[src/rtl/pc_sequencer.sv]
// Program-counter sequencer: branch/halt decode with optional return stack.
// Define PC_SEQUENCER_STACK_EN to build CALL/RET support and the FAULT path.
module pc_sequencer #(
  parameter int ADDR_W    = 8,
  parameter int INST_W    = 8,
  parameter int OFF_W     = 4,
  parameter int STK_DEPTH = 4
) (
  input  logic                           clk,
  input  logic                           rst,
  input  logic [INST_W-1:0]              inst,
  input  logic [3:0]                     flags,
  input  logic                           addr_lock,
  input  logic                           resume,
  output logic [ADDR_W-1:0]              pc,
  output logic                           halted,
  output logic                           fault,
  output logic [$clog2(STK_DEPTH+1)-1:0] stk_level
);

  localparam int LVL_W = $clog2(STK_DEPTH+1);

  typedef enum logic [1:0] {RUN, HALTED, FAULT} state_t;

  typedef struct packed {
    logic [3:0]        opc;
    logic [ADDR_W-1:0] off;
    logic              halt;
  } dec_t;

  state_t             state;
  dec_t               dec;
  logic signed [OFF_W-1:0] off_s;
  logic [ADDR_W-1:0]  pc_inc, pc_tgt;
  logic               br_taken;

  assign off_s    = inst[OFF_W-1:0];
  assign dec.opc  = inst[INST_W-1 -: 4];
  assign dec.off  = ADDR_W'(off_s);
  assign dec.halt = (inst == {4'h3, {(INST_W-4){1'b1}}});
  assign pc_inc   = pc + ADDR_W'(1);
  assign pc_tgt   = pc + dec.off;
  assign br_taken = flags[dec.opc[1:0]];

`ifdef PC_SEQUENCER_STACK_EN
  localparam int IDX_W = (STK_DEPTH > 1) ? $clog2(STK_DEPTH) : 1;

  logic [ADDR_W-1:0] stk [STK_DEPTH];
  logic [LVL_W-1:0]  stk_lvl;
  logic              run_go, is_call, is_ret, stk_full, stk_empty, push;

  assign run_go    = (state == RUN) && !addr_lock && !dec.halt;
  assign is_call   = run_go && (dec.opc == 4'hB);
  assign is_ret    = run_go && (dec.opc == 4'hA) && (inst[OFF_W-1:0] == '0);
  assign stk_full  = (stk_lvl == LVL_W'(STK_DEPTH));
  assign stk_empty = (stk_lvl == '0);
  assign push      = is_call && !stk_full;
  assign stk_level = stk_lvl;

  // Stack payload carries no reset; only the level counter defines validity.
  always_ff @(posedge clk) begin
    if (push) stk[IDX_W'(stk_lvl)] <= pc_inc;
  end
`else
  assign stk_level = '0;
`endif

  always_ff @(posedge clk or posedge rst) begin
    if (rst) begin
      pc     <= '0;
      state  <= RUN;
      halted <= 1'b0;
      fault  <= 1'b0;
`ifdef PC_SEQUENCER_STACK_EN
      stk_lvl <= '0;
`endif
    end else begin
      case (state)
        RUN: if (!addr_lock) begin
          if (dec.halt) begin
            state  <= HALTED;
            halted <= 1'b1;
          end else if (dec.opc[3:2] == 2'b11) begin
            pc <= br_taken ? pc_tgt : pc_inc;
`ifdef PC_SEQUENCER_STACK_EN
          end else if (is_call) begin
            if (stk_full) begin
              state <= FAULT;
              fault <= 1'b1;
            end else begin
              pc      <= pc_tgt;
              stk_lvl <= stk_lvl + LVL_W'(1);
            end
          end else if (is_ret) begin
            if (stk_empty) begin
              state <= FAULT;
              fault <= 1'b1;
            end else begin
              pc      <= stk[IDX_W'(stk_lvl - LVL_W'(1))];
              stk_lvl <= stk_lvl - LVL_W'(1);
            end
`endif
          end else begin
            pc <= pc_inc;
          end
        end
        HALTED: if (resume && !addr_lock) begin
          pc     <= pc_inc;
          state  <= RUN;
          halted <= 1'b0;
        end
        default: ; // FAULT holds until reset
      endcase
    end
  end

endmodule

[config.mk]
export PLATFORM = sky130hd
export DESIGN_NAME = pc_sequencer
export DESIGN_NICKNAME = d
export VERILOG_FILES = /design/src/rtl/pc_sequencer.sv
export SDC_FILE = /design/constraint.sdc
export NUM_CORES = 1
export LEC_CHECK = 0
export ABC_AREA = 1
export CAP_MARGIN = 15
export CORE_AREA = 4 4 59 61
export DETAILED_ROUTE_END_ITERATION = 10
export DIE_AREA = 0 0 63 65
export PLACE_DENSITY = 0.68
export SETUP_SLACK_MARGIN = 0.5
export SYNTH_ARGS = -nofsm -noshare
export SYNTH_HDL_FRONTEND = slang
export SYNTH_SLANG_ARGS = --single-unit
[constraint.sdc]
create_clock -name clk -period 1.8 [get_ports clk]
set_clock_uncertainty 0.2 [all_clocks]
set_input_delay 0.18 -clock clk [delete_from_list [all_inputs] [get_ports clk]]
set_output_delay 0.18 -clock clk [all_outputs]
set_load 0.1 [all_outputs]
After elaboration in Yosys (flattened, before gate mapping)
Index checks and enable logic that the tools add are counted.

Output and inout port bits: 13. Input port bits: 16. Flip-flop bits (word level): 11.

Add/subtract/negate cells: 2. Reductions and logical operators: 6. Equal/unequal tests: 7. Magnitude comparators: 1. Mux-type cells: 16.

Operators by type and width (count): 8-bit 2-to-1 mux (5); 8-bit case mux with 2 select lines (1); 8-bit by 1-bit adder with 8-bit output, second input constant (1); 8-bit adder (1); 8-bit by 6-bit == test with 1-bit output, second input constant (1); 2-bit != test, second input constant (4); 4-bit AND reduction (2); 2-bit 2-to-1 mux (3); 1-bit 2-to-1 mux (4); 2-bit case mux with 2 select lines (1); 2-bit by 3-bit less-than comparator with 1-bit output, second input constant (1); 1-bit binary-select mux with 2-bit select (1); 2-bit by 1-bit == test with 1-bit output, second input constant (1); 2-bit == test, second input constant (1); 2-bit zero test (1); 1-bit case mux with 2 select lines (1); 2-bit nonzero test (1); 1-bit logical AND (1); 1-bit zero test (1).

Depth between registers and ports, before layout
Depth in word-level cells: 7. Depth in mapped cells: 13.

Least setup slack after synthesis
Ideal clock, no wire load.

Path kind: reg2reg. From: reg pc[0]. To: reg pc[4]. Setup time: 125 ps. Stages on the path, launching flop included: 13. Required time: 1475 ps. Data arrival time: 2222 ps. Buffers on the path: 0. Slack: -747 ps. Cells stage by stage: dfrtp_1 > ha_1 > inv_1 > fa_1 > inv_1 > nand2_1 > nand2_1 > nand2_1 > xor2_1 > nand2_1 > nand2_1 > nand2_1 > o21ai_1.

Word-level cells in the longest chain between the ends: 6. Elaborated cells between the ends (all ways): 8. Those cells by class: add/sub: 2; mux: 6.

Ends and longest elaborated chain: start, declared (line 15) `output logic [ADDR_W-1:0] pc,`; start signal, assigned (line 84) `pc <= br_taken ? pc_tgt : pc_inc;`; start signal, assigned (line 104) `pc <= pc_inc;`; start signal, assigned (line 108) `pc <= pc_inc;`; 8-bit by 1-bit adder with 8-bit output or 8-bit adder (tied branches) (line 41, 42); 8-bit 2-to-1 mux (line 84); 8-bit 2-to-1 mux (line 83) `end else if (dec.opc[3:2] == 2'b11) begin`; 8-bit 2-to-1 mux (line 80) `if (dec.halt) begin`; 8-bit 2-to-1 mux (line 79) `RUN: if (!addr_lock) begin`; 8-bit case mux with 2 select lines * (line 78) `case (state)`.

Mark *: on every way between the ends. The rest lies on a longest branch, timed or not. The select of a mux whose other input is x is not followed. A chain may end at the register's enable or synchronous reset.

Worst setup path in the final report
Same ends and word-level chain as after synthesis.

==> results.toml <==
[logic_synthesis]
synth_top_area_share_pct = 22.2
syn_inst = 177
synth.top_cells.by_area = "nand2_1 (22%), dfrtp_1 (20%), inv_1 (9.9%)"
ys_top_cells_by_count = "nand2_1 (67), inv_1 (30), nand3_1 (19)"
synth_most_common_cell = "nand2_1"
synth_warnings = 1
ys_seq_area_share_pct = 19.8
async_flop_share_pct = 100
synth.avg_cell_area_um2 = 6.41
ys_ff_latch = 9
synth_area_um2 = 1130
synth_ff_type = "dfrtp_1"
yosys.area.top_type = "nand2_1"
synth_cell_types = 31
synth_edf_count = 0

[cells_and_area]
fillers = 267
fin_nets = 255
seq_area_um2 = 256
syn_to_final_growth_pct = 68.6
antennaDiodeCount = 0
drive_above_1_share_pct = 37.1
multiInputGateArea_um2 = 900
layout.cells.non_filler = 262

[placement]
gp_congestion = 0.798
dpl.cell_count = 250
io_buffers = 24
dp_hpwl_um = 2290

[floorplan]
start_util_pct = 38.1
die_area_um2 = 4100
die_w_um = 63
chipHeight_um = 65
rows = 20
core_um2 = 2980
io_pins = 29

[pwr]
p_switching_mw = 1.34
pwr-share-clk_pct = 6.1
power_density_nw_per_um2 = 1370
leakagePower_nw = 0.981
intPower_mw = 1.27
ir_worst_vdd_uv = 1300
power_frac_comb_pct = 78.4
totalPowerFinal_mw = 2.62
sw_frac_of_total_pct = 51.4
sequentialPowerShare_pct = 15.5

[sta]
setup_viol = 0
final_hold_viol_count = 0
finalCriticalPeriod_ns = 1.79
period_share_pct = 99.7
slew_viol_final = 0
max_freq_mhz = 557
rsz0062_at_grt = "true"

[drt]
drtAntennaViolNets = 0
via_per_inst = 4.58
drt_wl_total_um = 2850
firstDrtPassIters = 4
via_count = 1200
wire_per_inst_um = 10.9
first_iter_violations = 36
drc_errors = 0

[clock_tree]
cts-root-buf = "clkbuf_4"
cts_tree = "yes"
cts_num_sinks = 9
h-tree-depth = 1
clockBufferDepth = 2
insertion_delay_ns = 0.26
cts.clk_slew.worst_paths_ns = 0.06
cts_buffers = 3

[grt]
track_usage_pct = 15.4
antenna_found_initial = 0
grt_pass1_vias = 1156
grt_max_degree = 11
grt_pass1_wl_um = 5030
grt_overflow = 0

[worst_setup_path]
crit_path_max_incr_delay_ns = 0.42
crit_type = "reg2reg"
end_kind = "flop"
cp.arrival_ns = 1.75
cp_num_buf_inv = 2
worstPathCellList = "ha_4 > inv_2 > fa_2 > inv_2 > nand2_2 > nand2_2 > nand2_2 > xor2_1 > nand2_1 > nand2_1 > nand2_1 > o21ai_1"
cp_slowest_cell = "dfrtp_4"
cp-start-kind = "flop"
required_ns = 1.76
crit_family = "adder cells"
path_max_fanout = 2

[min_path]
hp-class = "in2reg"

[run]
cap_violations = 0

[run_status]
status = "completed"
==> cells in the final DEF (no fill, tap or decap), drive strengths merged <==
| cell | n |
|---|---|
| clkbuf | 5 |
| clkinv | 1 |
| inv | 31 |
| buf | 33 |
| a21oi | 2 |
| fa | 1 |
| nor3 | 2 |
| o21ai | 3 |
| dlymetal6s2s | 3 |
| clkinvlp | 1 |
| o211ai | 3 |
| xor2 | 3 |
| nand2 | 70 |
| dfrtp | 9 |
| clkdlybuf4s15 | 1 |
| clkdlybuf4s50 | 7 |
| nand4 | 1 |
| nand3b | 1 |
| nor2 | 6 |
| dlygate4sd3 | 1 |
| xnor2 | 3 |
| or2 | 3 |
| dlygate4sd2 | 3 |
| nand3 | 23 |
| o21a | 1 |
| ha | 8 |
| conb | 4 |
==> path summary, 6_finish.rpt <==
kind / start / end / slack (ns) / cells past startpoint
setup reg to reg: pc[0]$_DFFE_PP0P_ / pc[4]$_DFFE_PP0P_ / 0.005 / 12
min in group asynchronous: rst / halted$_DFFE_PP0P_ / 0.54 / 3
max in group asynchronous: rst / pc[5]$_DFFE_PP0P_ / 0.68 / 3
hold / removal: inst[0] / pc[0]$_DFFE_PP0P_ / 0.26 / 4
setup / recovery: pc[0]$_DFFE_PP0P_ / pc[4]$_DFFE_PP0P_ / 0.005 / 12
hold reg to reg: pc[7]$_DFFE_PP0P_ / pc[7]$_DFFE_PP0P_ / 0.39 / 2
==> routing by layer <==
metal,vias to the layer above,GRT usage [%],share of wire (%)
met5,-,0,0
met4,0,6.34,1.5
met3,5,1.56,2.5
met2,17,24.8,46
met1,534,21.0,50
li1,644,-,-
==> power groups by stage <==
stage          clock, mW  sequential, mW  combinational (mW)
2_1_floorplan          0           0.903               0.664
3_3_place_gp           0           0.382                1.84
3_5_place_dp           0           0.383                1.85
4_1_cts            0.163           0.396                1.94
5_1_grt            0.178           0.414                2.22
6_report           0.159           0.406                2.05
==> repair_timing <==
action	in CTS	in global routing
setup buffers	1	6
hold buffers	1	0
endpoints found under the setup margin	17	27
gates resized for setup	20	20
endpoints found under the hold margin	9	0
pin swaps	6	10
==> area by class of cell <==
cell class	instances	share of cell area, %
tap	33	2.16
sequential	9	13.4
inverter	33	7.19
multi-input combinational	134	47.0
timing repair buffer	49	28.8
clock buffer	4	1.37
==> worst reg2reg max path, delay by kind of cell, from the launching register on <==
kind	cells	cell delay, ns
DFF	1	0.42
and+or+nand+nor	6	0.32
adders and majority gates	2	0.45
buffers and inverters	2	0.10
xor gates and xnor gates	1	0.14
AOI/OAI and AO/OA	1	0.05
==> state kept, by name, summed over array words and instances, names as in the netlist <==
| register | flops |
|---|---|
| pc | 8 |
| halted | 1 |
==> kinds of logic after synthesis <==
| group | after synthesis | share of synthesized area [%] |
|---|---|---|
| other | 1 | 0.330 |
| AOI/OAI and AO/OA | 9 | 5.29 |
| adders and majority gates | 9 | 10.6 |
| and+or+nand+nor | 106 | 45.1 |
| DFF | 9 | 19.8 |
| buffers and inverters | 37 | 14.2 |
| xor gates and xnor gates | 6 | 4.63 |
==> metrics by stage <==
stage | utilization, % | TNS (ns) | area, µm² | setup slack, ns | hold WS [ns]
floorplan | - | -0.646 | 1230 | -0.220 | -0.192
global placement | 57.1 | -1.62 | 1700 | -0.308 | 0.279
detailed placement | 57.1 | -1.78 | 1700 | -0.324 | 0.283
CTS | 60.6 | 0 | 1810 | 0.00453 | 0.293
global route | 64.2 | -0.334 | 1910 | -0.114 | 0.281
finish | 64.2 | 0 | 1910 | 0.00545 | 0.261
No activity file was read; power rests on OpenSTA's default activity.
